===== src/rtl/noc_pkg.sv =====
// Shared types and helpers for the mesh NoC router: output port codes,
// flit type encoding and the dimension-ordered (XY) routing decision.
package noc_pkg;

   // Output port codes written into the next-hop register.
   typedef enum logic [2:0] {
      PORT_N    = 3'b000,
      PORT_E    = 3'b001,
      PORT_S    = 3'b010,
      PORT_IDLE = 3'b011,
      PORT_W    = 3'b100,
      PORT_L    = 3'b101
   } port_code_e;

   // Flit type carried in the two most significant flit bits.
   typedef enum logic [1:0] {
      FLIT_BODY      = 2'b00,
      FLIT_HEAD      = 2'b01,
      FLIT_TAIL      = 2'b10,
      FLIT_HEAD_TAIL = 2'b11
   } flit_type_e;

   // Distance below FLIT_WIDTH of the type field's MSB and LSB.
   localparam int FLIT_TYPE_HI = 1;
   localparam int FLIT_TYPE_LO = 2;

   // X is resolved before Y; a packet already at its column and row is ejected locally.
   function automatic port_code_e xy_route(input int unsigned dx, input int unsigned dy,
                                           input int unsigned cx, input int unsigned cy);
      if (dx > cx)      return PORT_E;
      else if (dx < cx) return PORT_W;
      else if (dy > cy) return PORT_N;
      else if (dy < cy) return PORT_S;
      else              return PORT_L;
   endfunction

endpackage


===== src/rtl/xy_route_logic.sv =====
// Combinational route decision for one destination: XY port choice, with
// unreachable destinations steered to the local sink and flagged.
module xy_route_logic
   import noc_pkg::*;
#(
   parameter int COORD_W = 2,
   parameter int MESH_X  = 4,
   parameter int MESH_Y  = 4,
   parameter int CUR_X   = 0,
   parameter int CUR_Y   = 0
) (
   input  logic [COORD_W-1:0] dest_x,
   input  logic [COORD_W-1:0] dest_y,
   output port_code_e         route,
   output logic               out_of_range
);

   localparam int unsigned CX = CUR_X;
   localparam int unsigned CY = CUR_Y;
   localparam int unsigned MX = MESH_X;
   localparam int unsigned MY = MESH_Y;

   logic [31:0] dx_wide;
   logic [31:0] dy_wide;

   assign dx_wide = 32'(dest_x);
   assign dy_wide = 32'(dest_y);

   // Out-of-mesh destinations drain to the local port instead of wandering off the edge.
   always_comb begin
      out_of_range = (dx_wide >= MX) || (dy_wide >= MY);
      route        = out_of_range ? PORT_L : xy_route(dx_wide, dy_wide, CX, CY);
   end

endmodule


===== src/rtl/route_compute_unit.sv =====
// Per-input-port route computation: routes each head flit once, holds the
// route for the whole wormhole packet, and releases it when the tail leaves.
module route_compute_unit
   import noc_pkg::*;
#(
   parameter int FLIT_WIDTH = 32,
   parameter int COORD_W    = 2,
   parameter int MESH_X     = 4,
   parameter int MESH_Y     = 4,
   parameter int CUR_X      = 0,
   parameter int CUR_Y      = 0
) (
   input  logic                  clk,
   input  logic                  reset,
   input  logic                  ib_empty_i,
   input  logic [FLIT_WIDTH-1:0] ib_flit_i,
   input  logic                  ib_pop_i,
   output logic [2:0]            nhr_address_o,
   output logic                  nhr_write_o,
   output logic                  route_busy_o,
   output logic                  dest_err_o,
   output logic                  proto_err_o,
   output logic [15:0]           pkt_count_o
);

   typedef enum logic {ST_IDLE, ST_ACTIVE} state_e;

   state_e       state_reg, state_next;
   port_code_e   addr_reg, addr_next;
   logic         write_reg, write_next;
   logic         dest_err_reg, dest_err_next;
   logic         proto_err_reg, proto_err_next;
   logic [15:0]  count_reg, count_next;

   flit_type_e   ftype;
   logic         is_head;
   logic         is_last;
   port_code_e   route;
   logic         out_of_range;
   logic         unused_payload;

   assign ftype   = flit_type_e'(ib_flit_i[FLIT_WIDTH-FLIT_TYPE_HI -: 2]);
   assign is_head = (ftype == FLIT_HEAD) || (ftype == FLIT_HEAD_TAIL);
   assign is_last = (ftype == FLIT_TAIL) || (ftype == FLIT_HEAD_TAIL);
   assign unused_payload = ^ib_flit_i[FLIT_WIDTH-FLIT_TYPE_LO-1:2*COORD_W];

   xy_route_logic #(
      .COORD_W (COORD_W),
      .MESH_X  (MESH_X),
      .MESH_Y  (MESH_Y),
      .CUR_X   (CUR_X),
      .CUR_Y   (CUR_Y)
   ) u_xy_route_logic (
      .dest_x       (ib_flit_i[COORD_W-1:0]),
      .dest_y       (ib_flit_i[2*COORD_W-1:COORD_W]),
      .route        (route),
      .out_of_range (out_of_range)
   );

   // State and output registers; reset abandons any packet in flight.
   always_ff @(posedge clk) begin
      if (reset) begin
         state_reg     <= ST_IDLE;
         addr_reg      <= PORT_IDLE;
         write_reg     <= 1'b0;
         dest_err_reg  <= 1'b0;
         proto_err_reg <= 1'b0;
         count_reg     <= 16'd0;
      end else begin
         state_reg     <= state_next;
         addr_reg      <= addr_next;
         write_reg     <= write_next;
         dest_err_reg  <= dest_err_next;
         proto_err_reg <= proto_err_next;
         count_reg     <= count_next;
      end
   end

   // Next-state logic: route a head in IDLE, release on a popped tail in ACTIVE.
   always_comb begin
      state_next     = state_reg;
      addr_next      = addr_reg;
      write_next     = 1'b0;
      dest_err_next  = dest_err_reg;
      proto_err_next = proto_err_reg;
      count_next     = count_reg;

      if (ib_pop_i && ib_empty_i) begin
         proto_err_next = 1'b1;
      end

      unique case (state_reg)
         ST_IDLE: begin
            if (!ib_empty_i) begin
               if (is_head) begin
                  state_next = ST_ACTIVE;
                  addr_next  = route;
                  write_next = 1'b1;
                  if (out_of_range) begin
                     dest_err_next = 1'b1;
                  end
                  if (count_reg != 16'hFFFF) begin
                     count_next = count_reg + 16'd1;
                  end
               end else begin
                  // Body or tail with no open route means the upstream framing is broken.
                  proto_err_next = 1'b1;
               end
            end
         end
         ST_ACTIVE: begin
            // Heads seen here are treated as body flits; only a popped last flit ends the packet.
            if (ib_pop_i && !ib_empty_i && is_last) begin
               state_next = ST_IDLE;
               addr_next  = PORT_IDLE;
            end
         end
         default: begin
            state_next = ST_IDLE;
            addr_next  = PORT_IDLE;
         end
      endcase
   end

   assign nhr_address_o = addr_reg;
   assign nhr_write_o   = write_reg;
   assign route_busy_o  = (state_reg == ST_ACTIVE);
   assign dest_err_o    = dest_err_reg;
   assign proto_err_o   = proto_err_reg;
   assign pkt_count_o   = count_reg;

endmodule


===== config.mk =====
export PLATFORM = sky130hd
export DESIGN_NAME = route_compute_unit
export DESIGN_NICKNAME = d
export VERILOG_FILES = /design/src/rtl/noc_pkg.sv /design/src/rtl/xy_route_logic.sv /design/src/rtl/route_compute_unit.sv
export SDC_FILE = /design/constraint.sdc
export NUM_CORES = 1
export LEC_CHECK = 0
export ABC_AREA = 1
export CORE_MARGIN = 4
export CORE_UTILIZATION = 40
export CTS_CLUSTER_SIZE = 10
export DETAILED_ROUTE_END_ITERATION = 16
export GPL_TIMING_DRIVEN = 0
export PLACE_DENSITY = 0.79
export SYNTH_ARGS = -nofsm -noshare
export SYNTH_HDL_FRONTEND = slang
export SYNTH_SLANG_ARGS = --single-unit

===== constraint.sdc =====
create_clock -name clk -period 2 [get_ports clk]
set_input_delay 0.4 -clock clk [delete_from_list [all_inputs] [get_ports clk]]
set_output_delay 0.4 -clock clk [all_outputs]
set_load 0.01 [all_outputs]

Yosys cells after proc, flatten, opt, wreduce, memory -nomap -nowiden
Index checks and enable logic that the tools add are counted.
{"block": "op_classes", "eq_ne": 7, "n_bitwise": 2, "n_reduce_logical": 11, "n_lt_le_gt_ge": 6, "addsub": 1, "muxes": 17}
{"operator": "$mux W3", "count": 8}
{"operator": "$add A16 B1 Y16 const B", "count": 1}
{"operator": "$ne A16 B16 Y1 const B", "count": 1}
{"operator": "$reduce_and A4 Y1", "count": 2}
{"operator": "$mux W1", "count": 7}
{"operator": "$ge A2 B3 Y1 const B", "count": 2}
{"operator": "$pmux W3 S2", "count": 1}
{"operator": "$eq A2 B2 Y1 const B", "count": 2}
{"operator": "$gt A2 B1 Y1 const B", "count": 2}
{"operator": "$lt A2 B1 Y1 const B", "count": 2}
{"operator": "$ne A2 B2 Y1 const B", "count": 2}
{"operator": "$logic_and A1 B1 Y1", "count": 3}
{"operator": "$logic_or A1 B1 Y1", "count": 3}
{"operator": "$reduce_and A3 Y1", "count": 1}
{"operator": "$eq A2 B1 Y1 const B", "count": 1}
{"operator": "$ne A2 B1 Y1 const B", "count": 1}
{"operator": "$not A1 Y1", "count": 2}
{"operator": "$pmux W1 S2", "count": 1}
{"operator": "$reduce_or A2 Y1", "count": 1}
{"operator": "$logic_not A1 Y1", "count": 1}
{"block": "word_totals", "register_bits": 23, "output_inout_bits": 23, "inputBits": 36, "word_cells": 50}

Logic depth before layout (Yosys ltp)
Gate-level depths: netlist of the first run.
{"block": "depth", "ltp_word": 9, "mapped_depth": 10, "depth_no_buf": 10}

Modules after synthesis
From an unflattened synthesis of the first run, not the netlist that was laid out.
{"block": "hier_totals", "hier_cells": 179, "hier_area_um2": 1211.2}
{"mod": "route_compute_unit", "cells_each": 167, "n_inst": 1, "seq_area_each_um2": 460.4, "area_per_inst_um2": 1158.6}
{"mod": "xy_route_logic", "cells_each": 12, "n_inst": 1, "seq_area_each_um2": 0.0, "area_per_inst_um2": 52.6}

Least setup slack after synthesis of the first run
No wires, ideal clock.
{"block": "synth_path", "path_type": "reg2reg", "from": "register count_reg[1] (netlist: pkt_count_o[1])", "to": "register count_reg[10] (netlist: pkt_count_o[10])", "setup_ns": 0.139, "t_arrival_ns": 1.359, "path_slack_ns": 0.502, "period_less_slack_ns": 1.498, "n_path_buf": 1, "required_time_ns": 1.861, "stages_incl_launch_ff": 10, "cell_sequence": "dfxtp_1 -> ha_1 -> nand2_2 -> nor2_4 -> nand2_2 -> nor2_2 -> nor2_4 -> buf_6 -> nand2_1 -> a21oi_2"}
{"block": "synth_via", "elab_chain_cells": 2, "elab_cells_between_ends": 3, "cone_classes": "add/sub (1); eq/ne (1); reduce/logical (1)"}
{"element": "start: declaration", "line_no": "route_compute_unit.sv:33", "rtl": "logic [15:0] count_reg, count_next;"}
{"element": "start signal: assignment", "line_no": "route_compute_unit.sv:75", "rtl": "count_reg <= count_next;"}
{"element": "parallel branches: the longest is 2 deep, another holds $add A16 B1 Y16"}
Several ways; the timed one is not identified.
A chain may end at the register's enable or synchronous reset.

Final worst setup path of the first run
{"block": "layout_path", "from": "register state_reg (netlist: route_busy_o)", "to": "output route_busy_o"}
{"element": "start: declaration", "line_no": "route_compute_unit.sv:28", "rtl": "state_e state_reg, state_next;"}
{"element": "start signal: assignment", "line_no": "route_compute_unit.sv:70", "rtl": "state_reg <= state_next;"}
{"element": "end: declaration", "line_no": "route_compute_unit.sv:20", "rtl": "output logic route_busy_o,"}
No word-level cell between the ends.

==> results of run 1 <==
## routing by layer
layer,routed length (µm),up-vias,part of all wire (%)
li1,-,642,-
met1,1270,534,47
met2,1290,24,48
met3,108,2,4.0
met4,21,0,0.78
met5,0,-,0
## where the power goes
| part | internal [mW] | switching [mW] | leakage, nW |
|---|---|---|---|
| sequential | 0.448 | 0.0104 | 0.179 |
| combinational | 0.0530 | 0.0527 | 0.435 |
| clock | 0.111 | 0.139 | 0.0210 |
| total | 0.613 | 0.202 | 0.635 |
## metrics by stage
step | total power, mW | hold WS (ns) | area, µm²
3_3_place_gp | 0.573 | 0.460 | 1620
3_5_place_dp | 0.575 | 0.464 | 1620
4_1_cts | 0.826 | 0.492 | 1650
6_report | 0.814 | 0.486 | 1650
2_1_floorplan | 0.522 | 0.469 | 1250
5_1_grt | 0.860 | 0.534 | 1650
## area by class of cell
type                    instances  area (µm²)  area share [%]
flip-flops and latches         22         440            26.7
plain buffers                   4        33.8            2.05
clock buffers                   4        36.3            2.20
repair buffers                 31         310            18.8
inverters                      19        72.6            4.39
multi-input cells             136         703            42.6
well taps                      44        55.1            3.33
## logic make-up (layout without fill, tap and decap cells)
family          Yosys count  after routing  share of synthesized area, %
flops                    22             22                          35.2
buf+inv                  23             58                          8.51
fa+ha+maj                 1              1                          1.00
simple gates            111            111                          42.1
compound gates           18             18                          9.31
other cells               1              1                         0.300
xor+xnor                  5              5                          3.50
## sequential cells by signal (all words and copies together), names as in the netlist
signal,count
nhr_address_o,3
nhr_write_o,1
pkt_count_o,16
proto_err_o,1
route_busy_o,1
## cell usage in the layout, fill, tap and decap left out
master	count
nand2_1	52
clkdlybuf4s50_1	31
nor2_1	23
dfxtp_1	22
inv_1	14
nand3_1	13
a21oi_1	8
a21oi_2	7
nand4_1	7
nor2_2	5
nand2_2	4
xor2_1	4
inv_2	3
o21ai_0	3
clkbuf_4	3
nor2_4	2
buf_6	2
nand2_4	2
nor2_8	1
clkinv_2	1
buf_1	1
clkinv_1	1
nor3b_1	1
nand3b_1	1
xnor2_1	1
ha_1	1
buf_4	1
conb_1	1
clkbuf_8	1
## worst paths after layout
kind | start | endpoint
max | route_busy_o | route_busy_o
min | nhr_address_o[1] | nhr_address_o[1]
min reg2reg | nhr_address_o[1] | nhr_address_o[1]
max reg2reg | pkt_count_o[1] | pkt_count_o[3]
==> results.sh, run 1 <==
export IMPL_status="finished, final reports clean"
export IMPL_min_period_ns=1.81
export IMPL_ios=59
export IMPL_synth_seq_area_share_pct=35.2
export IMPL_dr_pass1_iters=4
export IMPL_yosys_area_top_type="dfxtp_1"
export IMPL_cp_num_cells=1
export IMPL_rsz0062_at_grt="no"
export IMPL_critPathCaptureType="primary output"
export IMPL_start_kind="register"
export IMPL_ys_top_cells_by_area="dfxtp_1, nand2_1, nor2_1"
export IMPL_p_leak_nw=0.635
export IMPL_clkSlewWorstSetupHoldPaths_ns=0.12
export IMPL_finalMaxSlewViolations=0
export IMPL_postSynthCellCount=181
export IMPL_antenna_found_initial=0
export IMPL_die_h_um=63.9
export IMPL_die_w_um=63.9
export IMPL_max_stage_delay_ns=0.60
export IMPL_nets=254
export IMPL_post_cts_buffers=0
export IMPL_r2r_slack_ns=0.37
export IMPL_ant_nets=0
export IMPL_place_gp_congestion=0.841
export IMPL_clock_skew_ns=0.00238
export IMPL_layoutNonFillerInstCount=260
export IMPL_htree_levels=1
export IMPL_use_met1_pct=18.8
export IMPL_wl_um=2680
export IMPL_max_slew_margin_rel_pct=50.1
export IMPL_ys_warn_count=0
export IMPL_cp_top_family="buffers and inverters"
export IMPL_synth_common_cells="nand2_1, nor2_1, dfxtp_1"
export IMPL_grt_max_degree=13
export IMPL_vias=1202
export IMPL_path_cells="clkdlybuf4s50_1"
export IMPL_dp_cells=256
export IMPL_worstPathMaxFanout=4
export IMPL_powerDensity_nw_per_um2=493
export IMPL_cts_tree="built"
export IMPL_synth_top_cell_area_share_pct=35.2
export IMPL_drtIter0Drc=48
export IMPL_fillers=301
export IMPL_avgSynthCellArea_um2=6.91
export IMPL_setup_viol_count_final=0
export IMPL_worstSkewPairLatency_ns=0.31
export IMPL_cts_path_max_buffers=2
export IMPL_place_port_buffers=31
export IMPL_synth_seq_cells=22
export IMPL_finalCritPeriodShare_pct=90.6
export IMPL_fin_ws_ns=0.187
export IMPL_min_path_type="reg -> reg"
export IMPL_hold_viol_final=0
export IMPL_r2r_cells=9
export IMPL_cts_buffers=3
export IMPL_tns_ns=0
export IMPL_wl_per_cell_um=10.3
export IMPL_cts_resized_gates=0
export IMPL_dp_hpwl_um=2050
export IMPL_drive_gt1_share_pct=14.8
export IMPL_grt_usage_pct=14.6
export IMPL_path_class="reg -> out"
export IMPL_gr_usage_met3_pct=3.51
export IMPL_diodes=0
export IMPL_tightest_slew_ns=0.749
export IMPL_cap_violations=0
export IMPL_synth_cell_types=26
export IMPL_synth_edf_count=0
export IMPL_ir_worst_vdd_mv=0.358
export IMPL_coreArea_um2=3030
export IMPL_crit_buf_inv=1
export IMPL_busiest_layer="met2"
export IMPL_crit_required_ns=1.60
export IMPL_clkSinkCount=22
export IMPL_rows=20
export IMPL_die_area_um2=4080
export IMPL_post_place_ws_ns=0.0617
export IMPL_synth_main_ff_cell="dfxtp_1"
export IMPL_async_flop_share_pct=0
export IMPL_yosysMostFrequentCell="nand2_1"
export IMPL_synth_nets=218
export IMPL_fmax_mhz=552
export IMPL_cpMaxStageDelayCell="clkdlybuf4s50_1"
export IMPL_whs_path_depth=2
export IMPL_grt_overflow_total=0
export IMPL_grt_pass1_vias=1158
export IMPL_viasPerCell=4.62
export IMPL_drc=0
export IMPL_postLayoutCoreUtil_pct=54.5
export IMPL_cp_arrival_ns=1.41
export IMPL_grt_pass1_wl_um=4880
export IMPL_gr_usage_met2_pct=24.4
export IMPL_root_buffer="clkbuf_4"
export IMPL_cts_hold_buffers=0
export IMPL_initial_utilization_pct=41.3
export IMPL_synthesis_area_um2=1250
export IMPL_synthToLayoutAreaGrowth_pct=32.1
No activity file was read; power rests on OpenSTA's default activity.
==> run 2, diff against run 1 <==
CELL_PAD_IN_SITES_DETAIL_PLACEMENT = 1   (was unset)
CELL_PAD_IN_SITES_GLOBAL_PLACEMENT = 1   (was unset)
CORE_UTILIZATION = 27   (was 40)
PLACE_DENSITY = unset   (was 0.79)
PLACE_DENSITY_LB_ADDON = 0.1   (was unset)
==> run 2 against run 1 <==
Register-to-register slack hardly changed. Die area is 42% higher. Worst hold slack worse by 0.015 ns. Combinational power hardly changed. Global-route usage is 2.0 points lower. Clock skew is 0.0031 ns higher. Maximum frequency is 2.8% higher. Utilization is 16 points lower. Critical endpoint unchanged. Clock power is 36% higher. Wire length is 31% higher. Non-clock buffer count stayed put. Sequential share of layout area is 0.46 points lower.
==> results.sh, run 2 (synthesized netlist as in run 1, its figures left out) <==
export IMPL_layoutNonFillerInstCount=268
export IMPL_critPathCaptureType="primary output"
export IMPL_crit_required_ns=1.60
export IMPL_ir_worst_vdd_mv=0.183
export IMPL_clock_skew_ns=0.00543
export IMPL_cp_arrival_ns=1.36
export IMPL_p_clk_share_pct=37.6
export IMPL_drive_gt1_share_pct=14.8
export IMPL_cts_path_max_buffers=2
export IMPL_crit_buf_inv=1
export IMPL_dp_cells=264
export IMPL_initial_utilization_pct=28.3
export IMPL_finish_instance_area_um2=1680
export IMPL_r2r_start="pkt_count_o[0]"
export IMPL_fmax_mhz=567
export IMPL_switchingPower_mw=0.230
export IMPL_grt_max_degree=13
export IMPL_multi_input_area_um2=703
export IMPL_hold_start="nhr_address_o[1]"
export IMPL_setup_viol_count_final=0
export IMPL_powerDensity_nw_per_um2=540
export IMPL_wl_per_cell_um=13.1
export IMPL_rsz0062_at_grt="no"
export IMPL_clkSinkCount=22
export IMPL_cts_buffers=3
export IMPL_place_port_buffers=31
export IMPL_vias=1252
export IMPL_grt_overflow_total=0
export IMPL_htree_levels=1
export IMPL_die_w_um=76.0
export IMPL_coreArea_um2=4410
export IMPL_antenna_found_initial=0
export IMPL_cp_top_family="buffers and inverters"
export IMPL_dpl_cell_area_um2=1630
export IMPL_cts_hold_buffers=0
export IMPL_diodes=0
export IMPL_min_path_type="reg -> reg"
export IMPL_path_class="reg -> out"
export IMPL_cts_tree="built"
export IMPL_wl_um=3510
export IMPL_cap_violations=0
export IMPL_finalCritPeriodShare_pct=88.1
export IMPL_drc=0
export IMPL_die_area_um2=5780
export IMPL_path_cells="clkdlybuf4s50_1"
export IMPL_tightest_slew_ns=0.741
export IMPL_ant_nets=0
export IMPL_cts_resized_gates=0
export IMPL_rows=24
export IMPL_start_kind="register"
export IMPL_worstSkewPairLatency_ns=0.27
export IMPL_post_cts_buffers=0
export IMPL_worstPathMaxFanout=4
export IMPL_holdWs_ns=0.471
export IMPL_min_period_ns=1.76
export IMPL_ios=59
export IMPL_viasPerCell=4.67
export IMPL_grt_usage_pct=12.6
export IMPL_dr_pass1_iters=4
export IMPL_final_cell_mix="nand2_1, clkdlybuf4s50_1, nor2_1, dfxtp_1, inv_1"
export IMPL_clkSlewWorstSetupHoldPaths_ns=0.09
export IMPL_dp_hpwl_um=2710
export IMPL_power_internal_mw=0.677
export IMPL_p_leak_nw=0.642
export IMPL_postLayoutCoreUtil_pct=38.1
export IMPL_status="finished, final reports clean"
export IMPL_grt_pass1_vias=1348
export IMPL_max_slew_margin_rel_pct=50.6
export IMPL_netSwitchingFraction_pct=25.4
export IMPL_cp_startpoint="route_busy_o"
export IMPL_place_gp_congestion=0.716
export IMPL_pwr_share_seq_pct=50.5
export IMPL_hold_viol_final=0
export IMPL_nets=254
export IMPL_fillers=547
export IMPL_root_buffer="clkbuf_8"
export IMPL_drtIter0Drc=56
export IMPL_cpMaxStageDelayCell="clkdlybuf4s50_1"
export IMPL_max_stage_delay_ns=0.60
export IMPL_largest_reg_flops=16
export IMPL_ff_latch_area_um2=440
export IMPL_combPwrFrac_pct=11.9
export IMPL_synthToLayoutAreaGrowth_pct=34.4
export IMPL_layout_commonest_cell="nand2_1"
export IMPL_die_h_um=76.0
export IMPL_finalMaxSlewViolations=0
export IMPL_grt_pass1_wl_um=6160
export IMPL_tns_ns=0
## run 2: cell counts in the layout (fill, tap and decap cells not counted)
No cell type changed its count.
## run 2: power by group through the flow
| stage | registers, mW | logic (mW) | clock network (mW) |
|---|---|---|---|
| detailed placement | 0.468 | 0.110 | 0 |
| finish | 0.458 | 0.108 | 0.341 |
| CTS | 0.458 | 0.110 | 0.358 |
| floorplan | 0.472 | 0.0502 | 0 |
| global placement | 0.468 | 0.108 | 0 |
| global route | 0.460 | 0.119 | 0.374 |
## run 2: per-layer routing
layer | vias to the layer above | share of wire (%) | GRT usage [%]
li1 | 640 | - | -
met1 | 587 | 46 | 16.6
met2 | 20 | 50 | 20.8
met3 | 5 | 2.9 | 2.25
met4 | 0 | 1.1 | 3.74
met5 | - | 0 | 0
## run 2: stage by stage
step                      power, mW  setup slack, ns
after global placement        0.575           0.0367
after CTS                     0.926            0.220
final                         0.908            0.237
after global routing          0.953            0.144
after detailed placement      0.578          0.00178
after floorplan               0.522            0.502
## run 2: final cells by class
cell class,instances,share of cell area (%)
Buffer,4,2.01
Clock buffer,4,3.28
Inverter,19,4.32
Multi-Input combinational cell,136,41.8
Sequential cell,22,26.2
Tap cell,52,3.87
Timing Repair Buffer,31,18.5
## run 2: final timing paths
path | end | slack [ns] | cells past startpoint
setup reg to reg | pkt_count_o[4] | 0.36 | 9
hold / removal | nhr_address_o[1] | 0.47 | 2
setup / recovery | route_busy_o | 0.24 | 1
hold reg to reg | nhr_address_o[1] | 0.47 | 2
==> run 3, diff against run 2 <==
CORE_ASPECT_RATIO = 1.25   (was unset)
==> run 3 against run 2 <==
Wire length fell by 1.2%. Largest power group unchanged. Sequential share of layout area fell by 0.12 points. Total power fell by 0.49%. Via count rose by 1.7%. First-iteration DRC count fell by 1.8%.
==> results.sh, run 3 (synthesized netlist as in run 1, its figures left out) <==
export IMPL_grt_pass1_vias=1264
export IMPL_max_stage_delay_ns=0.61
export IMPL_tightest_slew_ns=0.729
export IMPL_cp_arrival_ns=1.37
export IMPL_viasPerCell=4.65
export IMPL_setup_viol_count_final=0
export IMPL_cts_resized_gates=0
export IMPL_reg2reg_to="pkt_count_o[10]"
export IMPL_place_gp_congestion=0.726
export IMPL_p_leak_nw=0.642
export IMPL_worstSkewPairLatency_ns=0.27
export IMPL_grt_usage_pct=13.1
export IMPL_vias=1273
export IMPL_drc=0
export IMPL_fmax_mhz=565
export IMPL_holdWs_ns=0.478
export IMPL_hold_path_end="nhr_address_o[1]"
export IMPL_whs_path_depth=2
export IMPL_cpMaxStageDelayCell="clkdlybuf4s50_1"
export IMPL_tns_ns=0
export IMPL_cts_tree="built"
export IMPL_nets=254
export IMPL_finish_instance_area_um2=1690
export IMPL_die_w_um=68.9
export IMPL_min_period_ns=1.77
export IMPL_ios=59
export IMPL_finalMaxSlewViolations=0
export IMPL_place_port_buffers=31
export IMPL_cp_top_family="buffers and inverters"
export IMPL_synthToLayoutAreaGrowth_pct=35.0
export IMPL_hold_start="nhr_address_o[1]"
export IMPL_drtIter0Drc=55
export IMPL_dp_cells=270
export IMPL_cts_buffers=3
export IMPL_dpl_cell_area_um2=1630
export IMPL_postLayoutCoreUtil_pct=38.1
export IMPL_multi_input_area_um2=703
export IMPL_r2r_slack_ns=0.36
export IMPL_r2r_start="pkt_count_o[0]"
export IMPL_rows=27
export IMPL_cts_hold_buffers=0
export IMPL_clock_skew_ns=0.00447
export IMPL_post_cts_buffers=0
export IMPL_hold_viol_final=0
export IMPL_min_path_type="reg -> reg"
export IMPL_die_h_um=84.1
export IMPL_layoutNonFillerInstCount=274
export IMPL_antenna_found_initial=0
export IMPL_dr_pass1_iters=4
export IMPL_finalCritPeriodShare_pct=88.5
export IMPL_worstPathMaxFanout=4
export IMPL_crit_buf_inv=1
export IMPL_ff_latch_area_um2=440
export IMPL_root_buffer="clkbuf_8"
export IMPL_path_class="reg -> out"
export IMPL_wl_per_cell_um=12.6
export IMPL_grt_max_degree=13
export IMPL_cap_violations=0
export IMPL_initial_utilization_pct=28.2
export IMPL_powerDensity_nw_per_um2=535
export IMPL_cts_path_max_buffers=2
export IMPL_diodes=0
export IMPL_layout_commonest_cell="nand2_1"
export IMPL_ant_nets=0
export IMPL_path_cells="clkdlybuf4s50_1"
export IMPL_htree_levels=1
export IMPL_clkSlewWorstSetupHoldPaths_ns=0.09
export IMPL_rsz0062_at_grt="no"
export IMPL_grt_overflow_total=0
export IMPL_coreArea_um2=4430
export IMPL_grt_pass1_wl_um=5860
export IMPL_wl_um=3470
export IMPL_critPathCaptureType="primary output"
export IMPL_die_area_um2=5790
export IMPL_final_cell_mix="nand2_1, clkdlybuf4s50_1, nor2_1, dfxtp_1, inv_1"
export IMPL_dp_hpwl_um=2750
export IMPL_largest_reg_flops=16
export IMPL_start_kind="register"
export IMPL_clkSinkCount=22
export IMPL_ir_worst_vdd_mv=0.211
export IMPL_r2r_cells=9
export IMPL_fillers=566
export IMPL_crit_required_ns=1.60
export IMPL_status="finished, final reports clean"
export IMPL_max_slew_margin_rel_pct=51.4
export IMPL_drive_gt1_share_pct=14.8
-- run 3: area by class of cell --
type                            count  area share (%)
Timing Repair Buffer               31            18.4
Clock buffer                        4            3.26
Inverter                           19            4.30
Multi-Input combinational cell    136            41.7
Buffer                              4            2.00
Tap cell                           58            4.30
Sequential cell                    22            26.1
-- run 3: how the worst max path moves through the flow --
stage	start	depth (start not counted)	end	slack, ns
floorplan	pkt_count_o[1]	9	pkt_count_o[10]	0.50
global placement	ib_flit_i[30]	10	pkt_count_o[10]	0.04
detailed placement	ib_flit_i[30]	10	pkt_count_o[2]	0.006
CTS	route_busy_o	1	route_busy_o	0.22
global route	ib_flit_i[30]	10	pkt_count_o[9]	0.15
finish	route_busy_o	1	route_busy_o	0.23
-- run 3: metrics by stage --
step	power (mW)	setup WS, ns
after floorplan	0.522	0.502
after global placement	0.576	0.0383
after detailed placement	0.578	0.00563
after CTS	0.910	0.223
after global routing	0.940	0.151
final	0.903	0.231
-- run 3: power breakdown --
part / leakage [nW] / total [mW] / internal [mW] / switching (mW)
sequential: 0.179 / 0.458 / 0.448 / 0.00953
clock: 0.0288 / 0.338 / 0.176 / 0.162
combinational: 0.435 / 0.108 / 0.0531 / 0.0552
-- run 3: routing by layer --
layer	part of all wire [%]	routed length, µm	track usage (%)	up-vias
met2	53	1840	23.0	19
met5	0	0	0	-
met4	1.4	47	4.26	0
met3	4.0	137	2.29	5
li1	-	-	-	640
met1	42	1440	15.3	609
